--- src/rtl/unidad_division_iterativa_if.sv ---
// Divider request/result bundle between the EXE issue stage and the divider.
// DIV_REMAINDER_EN adds rem_sel (latched with start, selects remainder on div_DI).
interface unidad_division_iterativa_if #(
  parameter int WIDTH = 32,
  parameter int RD_W  = 4
);
  logic             start;
  logic             flush;
  logic [RD_W-1:0]  Rd;
  logic [WIDTH-1:0] dividend;
  logic [WIDTH-1:0] divisor;
`ifdef DIV_REMAINDER_EN
  logic             rem_sel;
`endif
  logic             busy;
  logic             div_valid;
  logic [RD_W-1:0]  div_Rd;
  logic [WIDTH-1:0] div_DI;

  modport master (
    output start, flush, Rd, dividend, divisor,
`ifdef DIV_REMAINDER_EN
    output rem_sel,
`endif
    input  busy, div_valid, div_Rd, div_DI
  );

  modport slave (
    input  start, flush, Rd, dividend, divisor,
`ifdef DIV_REMAINDER_EN
    input  rem_sel,
`endif
    output busy, div_valid, div_Rd, div_DI
  );
endinterface

--- src/rtl/unidad_division_iterativa.sv ---
// Iterative restoring unsigned divider, one quotient bit per clock.
// Optional DIV_REMAINDER_EN: rem_sel selects the remainder as the result.
module unidad_division_iterativa #(
  parameter int              WIDTH   = 32,
  parameter int              RD_W    = 4,
  parameter logic [RD_W-1:0] NULL_RD = '0
) (
  input logic clk,
  input logic rst,
  unidad_division_iterativa_if.slave bus
);
  localparam int CW = $clog2(WIDTH + 1);

  typedef enum logic [1:0] {IDLE, BUSY, DONE} state_t;

  state_t           r_state, w_next;
  logic [CW-1:0]    r_cnt;
  logic [WIDTH-1:0] r_rem, r_quot, r_dvs;
  logic [RD_W-1:0]  r_rd;
  logic             r_dz;
  logic             w_accept;
  logic [WIDTH:0]   w_rem_sh, w_diff;
  logic [WIDTH-1:0] w_res;
`ifdef DIV_REMAINDER_EN
  logic             r_rem_sel;
`endif

  assign w_accept = bus.start & ~bus.flush & (r_state != BUSY);
  assign w_rem_sh = {r_rem, r_quot[WIDTH-1]};
  assign w_diff   = w_rem_sh - {1'b0, r_dvs};

  always_ff @(posedge clk or posedge rst) begin
    if (rst) r_state <= IDLE;
    else     r_state <= w_next;
  end

  always_comb begin
    w_next = r_state;
    if (bus.flush) w_next = IDLE;
    else begin
      case (r_state)
        IDLE:    w_next = bus.start ? BUSY : IDLE;
        BUSY:    if (r_cnt == CW'(1)) w_next = DONE;
        DONE:    w_next = bus.start ? BUSY : IDLE;
        default: w_next = IDLE;
      endcase
    end
  end

  // Divide by zero takes a single BUSY cycle that loads the all-ones quotient
  // and the dividend as remainder, matching what the full iteration would give.
  always_ff @(posedge clk or posedge rst) begin
    if (rst) begin
      r_cnt  <= '0;
      r_rem  <= '0;
      r_quot <= '0;
      r_dvs  <= '0;
      r_rd   <= NULL_RD;
      r_dz   <= 1'b0;
`ifdef DIV_REMAINDER_EN
      r_rem_sel <= 1'b0;
`endif
    end else if (w_accept) begin
      r_rd   <= bus.Rd;
      r_dvs  <= bus.divisor;
      r_dz   <= (bus.divisor == '0);
      r_rem  <= '0;
      r_quot <= bus.dividend;
      r_cnt  <= (bus.divisor == '0) ? CW'(1) : CW'(WIDTH);
`ifdef DIV_REMAINDER_EN
      r_rem_sel <= bus.rem_sel;
`endif
    end else if (r_state == BUSY && !bus.flush) begin
      r_cnt <= r_cnt - CW'(1);
      if (r_dz) begin
        r_rem  <= r_quot;
        r_quot <= '1;
      end else if (!w_diff[WIDTH]) begin
        r_rem  <= w_diff[WIDTH-1:0];
        r_quot <= {r_quot[WIDTH-2:0], 1'b1};
      end else begin
        r_rem  <= w_rem_sh[WIDTH-1:0];
        r_quot <= {r_quot[WIDTH-2:0], 1'b0};
      end
    end
  end

`ifdef DIV_REMAINDER_EN
  assign w_res = r_rem_sel ? r_rem : r_quot;
`else
  assign w_res = r_quot;
`endif

  assign bus.busy      = (r_state == BUSY);
  assign bus.div_valid = (r_state == DONE);
  assign bus.div_Rd    = bus.div_valid ? r_rd  : NULL_RD;
  assign bus.div_DI    = bus.div_valid ? w_res : '0;
endmodule
--- src/flat_wrapper.sv ---
// flat-port wrapper written by rule: the top's interface ports become plain ports
module unidad_division_iterativa_flat 
#(
  parameter int              WIDTH   = 32,
  parameter int              RD_W    = 4,
  parameter logic [RD_W-1:0] NULL_RD = '0
)
  (clk, rst, bus_start, bus_flush, bus_Rd, bus_dividend, bus_divisor, bus_busy, bus_div_valid, bus_div_Rd, bus_div_DI);
  unidad_division_iterativa_if #(.WIDTH(WIDTH), .RD_W(RD_W)) bus_i ();
  input logic clk;
  input logic rst;
  input wire logic [$bits(bus_i.start)-1:0] bus_start;
  input wire logic [$bits(bus_i.flush)-1:0] bus_flush;
  input wire logic [$bits(bus_i.Rd)-1:0] bus_Rd;
  input wire logic [$bits(bus_i.dividend)-1:0] bus_dividend;
  input wire logic [$bits(bus_i.divisor)-1:0] bus_divisor;
  output wire logic [$bits(bus_i.busy)-1:0] bus_busy;
  output wire logic [$bits(bus_i.div_valid)-1:0] bus_div_valid;
  output wire logic [$bits(bus_i.div_Rd)-1:0] bus_div_Rd;
  output wire logic [$bits(bus_i.div_DI)-1:0] bus_div_DI;
  assign bus_i.start = bus_start;
  assign bus_i.flush = bus_flush;
  assign bus_i.Rd = bus_Rd;
  assign bus_i.dividend = bus_dividend;
  assign bus_i.divisor = bus_divisor;
  assign bus_busy = bus_i.busy;
  assign bus_div_valid = bus_i.div_valid;
  assign bus_div_Rd = bus_i.div_Rd;
  assign bus_div_DI = bus_i.div_DI;
  unidad_division_iterativa #(.WIDTH(WIDTH), .RD_W(RD_W), .NULL_RD(NULL_RD)) u_core (.clk(clk), .rst(rst), .bus(bus_i));
endmodule
--- config.mk ---
export PLATFORM = sky130hd
export DESIGN_NAME = unidad_division_iterativa_flat
export DESIGN_NICKNAME = d
export VERILOG_FILES = /design/src/rtl/unidad_division_iterativa_if.sv /design/src/rtl/unidad_division_iterativa.sv /design/src/flat_wrapper.sv
export SDC_FILE = /design/constraint.sdc
export NUM_CORES = 1
export LEC_CHECK = 0
export CORE_AREA = 2 2 134 136
export DETAILED_ROUTE_END_ITERATION = 8
export DIE_AREA = 0 0 136 138
export GPL_TIMING_DRIVEN = 0
export PLACE_DENSITY_LB_ADDON = 0.2
export SLEW_MARGIN = 20
export SYNTH_ARGS = -nofsm -noshare
export SYNTH_HDL_FRONTEND = slang
export SYNTH_SLANG_ARGS = --single-unit
--- constraint.sdc ---
create_clock -name clk -period 9.9 [get_ports clk]
set_clock_uncertainty 0.15 [all_clocks]
set_input_delay 1.485 -clock clk [delete_from_list [all_inputs] [get_ports clk]]
set_output_delay 1.485 -clock clk [all_outputs]
set_load 0.005 [all_outputs]
==> results of run 1 <==
## routing by layer
layer,vias up,track usage
met5,-,0
met4,0,0.0806
met3,28,0.0315
met2,253,0.382
met1,3296,0.353
li1,3429,-
## cells by family after synthesis
family,after synthesis,synth area share
AND/OR/NAND/NOR,345,0.229
AO/OA/AOI/OAI,264,0.224
buffers and inverters,111,0.0617
flip-flops,109,0.373
adder cells (fa/ha/maj),35,0.0610
XOR/XNOR,23,0.0276
multiplexers,17,0.0242
## worst paths after layout
path | from | endpoint | slack, ps | depth (start not counted)
max in group asynchronous | rst | u_core.r_dvs[31]$_DFFE_PP0P_ | 7570 | 3
min in group asynchronous | rst | u_core.r_quot[5]$_DFFE_PP0P_ | 1330 | 2
worst max register to register | u_core.r_quot[31]$_DFFE_PP0P_ | u_core.r_rem[24]$_DFFE_PP0P_ | 5820 | 13
worst min register to register | u_core.r_rd[2]$_DFFE_PP0P_ | u_core.r_rd[2]$_DFFE_PP0P_ | 320 | 2
worst max-delay path | bus_flush | u_core.r_cnt[5]$_DFFE_PP0P_ | 5770 | 10
worst min-delay path | u_core.r_rd[2]$_DFFE_PP0P_ | u_core.r_rd[2]$_DFFE_PP0P_ | 320 | 2
## critical path, cell delays in order
cell and delay [ps]:
clkdlybuf4s50_1 470, nand2b_1 170, clkbuf_1 240, nor2_1 300, clkbuf_1 550, nand3_1 170
nor3_1 610, a31oi_1 80, nor2_1 110, a21oi_1 50
## power groups by stage
stage               combinational, mW  sequential [mW]  clock [mW]
finish                           1.55            0.741       0.361
global route                     1.72            0.761       0.381
CTS                              1.53            0.736       0.364
detailed placement               1.52            0.744           0
global placement                 1.51            0.741           0
floorplan                        1.18            0.688           0
## state kept, by name, indices dropped and copies added (netlist names)
register        flops
u_core.r_rem       32
u_core.r_state      2
u_core.r_cnt        6
u_core.r_dz         1
u_core.r_rd         4
u_core.r_quot      32
u_core.r_dvs       32
## cell usage in the layout, fill, tap and decap left out, types with 5 or more instances in the layout
cell	synthesis	layout
dfrtp_1	109	109
a31oi_1	12	12
xor2_1	7	7
nor2b_1	5	5
nor4_1	10	10
nor3b_1	11	11
a32o_1	6	6
buf_1	5	5
mux2i_1	15	15
nand2_1	123	123
and3_1	7	7
ha_1	34	34
clkbuf_16	0	9
o211ai_1	11	11
clkdlybuf4s50_1	0	109
and2_1	41	41
o31ai_1	12	12
clkbuf_1	46	46
o21a_1	5	5
a21oi_1	66	66
or3_1	6	6
nand2b_1	16	16
a211oi_1	8	8
nor2_1	60	60
o21ai_0	100	100
xnor2_1	16	16
nor3_1	20	20
a21o_1	6	6
inv_1	53	52
nand3_1	33	33
## cell type report
cell class              instances  area (um2)
multi-input cells             684        4130
well taps                     229         287
plain buffers                  58         251
inverters                      53         204
repair buffers                110        1120
clock inverters                 7        57.6
flip-flops and latches        109        2730
clock buffers                   9         225
fillers                      1741        8540
==> results.yml, run 1 <==
detailed_routing:
  wl_met2_mm: 10.3
  ant_nets: 0
  top_layer: "met4"
  dr_wl_met3_mm: 1.33
  wl_met1_mm: 10.7
  vias: 7006
  drt-initial-drc-count: 483
  drt_wl_total_mm: 22.7
  avgViaCountPerCell: 5.56
  drc: 0
  dr.pass1.iters: 5
  wl_per_cell_um: 18.0
placement:
  place_area_um2: 8710
  dpl.cell_count: 1243
  hpwl_mm: 17.3
  port_buffers: 109
  preCtsSetupSlack_ps: 5470
  gp_congestion: 0.926
grt:
  antenna_found_initial: 0
  grt_pass1_vias: 6786
  overflow: 0
  grt_pass1_wl_mm: 36.3
  track_usage: 0.245
  grt_max_degree: 75
logic_synthesis:
  synthTopCellsByCount: "nand2_1 (123), dfrtp_1 (109), o21ai_0 (100), a21oi_1 (66), nor2_1 (60)"
  synth_cell_type_count: 64
  yosysTopAreaCellShare: 0.373
  yosysSeqAreaShare: 0.373
  avgSynthCellArea_um2: 8.08
  yosys_warnings: 0
  synthArstFlopShare: 1.00
  yosysMostFrequentCell: "nand2_1"
  syn_nets: 1011
  syn_area_um2: 7300
  ys_top_cells_by_area: "dfrtp_1 (37%), o21ai_0 (6.9%), nand2_1 (6.3%), ha_1 (5.8%), a21oi_1 (4.5%)"
  synthesis.instances: 904
  synth_edf_count: 0
  ys_seq_elements: 109
  synth-main-ff-cell: "dfrtp_1"
  yosys.area.top_type: "dfrtp_1"
timing:
  finalSetupTns_ps: 0
  slew_viol_final: 0
  finalSetupViolCount: 0
  tightest_slew_ps: 777
  post-route-period-util: 0.417
  worst_slack_ps: 5770
  fin_crit_ps: 4130
  final-hold-violation-count: 0
  rsz0062_at_grt: "false"
  hold_slack_ps: 324
  max_freq_mhz: 242
  maxSlewHeadroom: 0.477
clocking:
  hold_buffers: 0
  path_clk_slew_ps: 80
  clock_path_buffers: 2
  cts_tree: "built"
  clock-root-buffer: "clkbuf_16"
  cts_resized: 0
  clock_latency_ps: 360
  cts_setup_buffers: 0
  cts_sinks: 109
  cts-buffers-inserted: 9
  h-tree-depth: 3
job:
  drv_cap: 0
pwr:
  power_mw: 2.65
  p_leak_nw: 3.88
  p_int_mw: 1.43
  cellPowerDensity_nw_per_um2: 294
  swShare: 0.461
  power_switching_mw: 1.22
  seqPwrFrac: 0.280
  comb_power_share: 0.584
  clockPowerShare: 0.136
  peakVddDrop_mv: 0.118
setup_path:
  cp.required_ps: 10000
  cp-end-kind: "flip-flop"
  cp.arrival_ps: 4230
  start_kind: "primary input"
  worstPathMaxFanout: 10
  path_class: "in -> reg"
floorplan:
  die_w_um: 136
  initial_core_util: 0.417
  coreArea_um2: 17500
  die_height_um: 138
  num_rows: 49
  ios: 110
  die_area_um2: 18800
cells_and_area:
  antenna_cells: 0
  syn_to_final_growth_pct: 23.2
  finalNonFillerCells: 1259
  fin_nets: 1132
  finish.instance_area_um2: 9000
  final_core_util: 0.513
  drive_above_1_share: 0.0398
run_status:
  status: "finished clean"
hold_path:
  hp-class: "reg -> reg"
Power figures use the tool's default switching activity.
==> inputs of run 2 (changes only) <==
Clock period 9.9 ns to 4.2 ns, I/O delays scaled along.
==> results.yml, run 2 (synthesized netlist as in run 1, its figures left out) <==
run_status:
  status: "finished clean"
detailed_routing:
  avgViaCountPerCell: 5.56
  dr.pass1.iters: 5
  drt-initial-drc-count: 516
  drc: 0
  wl_per_cell_um: 18.0
  ant_nets: 0
  drt_wl_total_mm: 22.8
  vias: 7013
pwr:
  cellPowerDensity_nw_per_um2: 695
  p_leak_nw: 3.89
  peakVddDrop_mv: 0.277
  power_mw: 6.26
floorplan:
  initial_core_util: 0.417
  num_rows: 49
  die_height_um: 138
  die_area_um2: 18800
  coreArea_um2: 17500
  ios: 110
  die_w_um: 136
setup_path:
  crit_chain: "inv_1 -> ha_1 -> fa_1 -> nand2b_1 -> a21oi_1 -> o21ai_0 -> o221ai_2 -> a41oi_2 -> o221ai_2 -> buf_6 -> buf_6 -> mux2i_1 -> o21ai_0"
  slowest_delay_ps: 410
  cp-end-kind: "flip-flop"
  cp.arrival_ps: 3950
  critPathBufInv: 3
  path_class: "reg -> reg"
  cp_top_family: "compound AO/OA/AOI/OAI gates"
  cp.required_ps: 4270
  cp.depth: 13
  reg2reg_depth: 13
  start_kind: "flip-flop"
  crit_slowest_cell: "fa_1"
  worstPathMaxFanout: 10
timing:
  finalSetupTns_ps: 0
  hold_slack_ps: 324
  slew_viol_final: 0
  tightest_slew_ps: 784
  final-hold-violation-count: 0
  post-route-period-util: 0.925
  maxSlewHeadroom: 0.472
  rsz0062_at_grt: "false"
  finalSetupViolCount: 0
  fin_crit_ps: 3890
  max_freq_mhz: 257
cells_and_area:
  fillCellCount: 1742
  layout_commonest_cell: "nand2_1"
  antenna_cells: 0
  syn_to_final_growth_pct: 23.4
  largestRegisters: "u_core.r_dvs: 32 flops, u_core.r_quot: 32 flops, u_core.r_rem: 32 flops"
  fin_nets: 1134
  drive_above_1_share: 0.0417
  finish.instance_area_um2: 9010
  layout_common_cells: "nand2_1 (123), clkdlybuf4s50_1 (109), dfrtp_1 (109), o21ai_0 (100), a21oi_1 (66)"
grt:
  overflow: 0
  grt_max_degree: 75
  antenna_found_initial: 0
  grt_pass1_vias: 6786
  grt_pass1_wl_mm: 36.3
  track_usage: 0.245
placement:
  hpwl_mm: 17.3
  place_area_um2: 8710
  port_buffers: 109
  gp_congestion: 0.926
job:
  drv_cap: 0
clocking:
  cts_sinks: 109
  clock_latency_ps: 360
  cts-buffers-inserted: 9
  cts_tree: "built"
  clock_path_buffers: 2
  path_clk_slew_ps: 80
  h-tree-depth: 3
  clock-root-buffer: "clkbuf_16"
hold_path:
  hp-class: "reg -> reg"
  hold_path_depth: 2
==> run 2: changes by cell type in the layout (fill, tap and decap cells not counted) <==
cell / change
buf_4: +2
==> run 2: repair_timing <==
action,CTS,global route
setup endpoints to repair,0,10
resized for setup,0,0
hold buffers,0,0
buffers inserted,0,2
==> run 2: routing by layer <==
metal  routed length, um  GRT usage  share of wire
met2               10300      0.382           0.45
met1               10700      0.353           0.47
met3                1330     0.0315          0.058
met4                 446     0.0806          0.020
met5                   0          0              0
==> run 2: path summary, 6_finish.rpt <==
path / start / endpoint / slack [ps]
min reg2reg: u_core.r_rd[2]$_DFFE_PP0P_ / u_core.r_rd[2]$_DFFE_PP0P_ / 320
min in group asynchronous: rst / u_core.r_quot[5]$_DFFE_PP0P_ / 480
max: u_core.r_quot[31]$_DFFE_PP0P_ / u_core.r_rem[24]$_DFFE_PP0P_ / 310
max in group asynchronous: rst / u_core.r_dvs[31]$_DFFE_PP0P_ / 2730
min: u_core.r_rd[2]$_DFFE_PP0P_ / u_core.r_rd[2]$_DFFE_PP0P_ / 320
max reg2reg: u_core.r_quot[31]$_DFFE_PP0P_ / u_core.r_rem[24]$_DFFE_PP0P_ / 310
==> run 2: report_power, final <==
group / internal, mW / switching [mW] / leakage, nW / total (mW)
Combinational: 1.56 / 2.11 / 2.35 / 3.67
Clock: 0.412 / 0.433 / 0.134 / 0.845
Sequential: 1.41 / 0.337 / 1.41 / 1.75
==> run 2: through the flow <==
step / cells / worst slack, ps / utilization
floorplan: 904 / 546 / -
global placement: 1242 / -1240 / 0.495
detailed placement: 1243 / 155 / 0.497
CTS: 1259 / 143 / 0.513
global route: 1261 / 125 / 0.514
finish: 1261 / 314 / 0.514
==> run 2: cell type report <==
| class | count | area (um2) | area share |
|---|---|---|---|
| multi-input cells | 684 | 4130 | 0.458 |
| flip-flops and latches | 109 | 2730 | 0.303 |
| repair buffers | 112 | 1130 | 0.126 |
| well taps | 229 | 287 | 0.0318 |
| plain buffers | 58 | 251 | 0.0279 |
| clock buffers | 9 | 225 | 0.0250 |
| inverters | 53 | 204 | 0.0226 |
| clock inverters | 7 | 57.6 | 0.00639 |
==> run 2: worst register-to-register path: cells and delay by family (launching register included) <==
kind            cells  cell delay, ps
simple gates        1             190
compound gates      6            1580
mux                 1             260
buf+inv             3             560
fa+ha+maj           2             640
flops               1             380
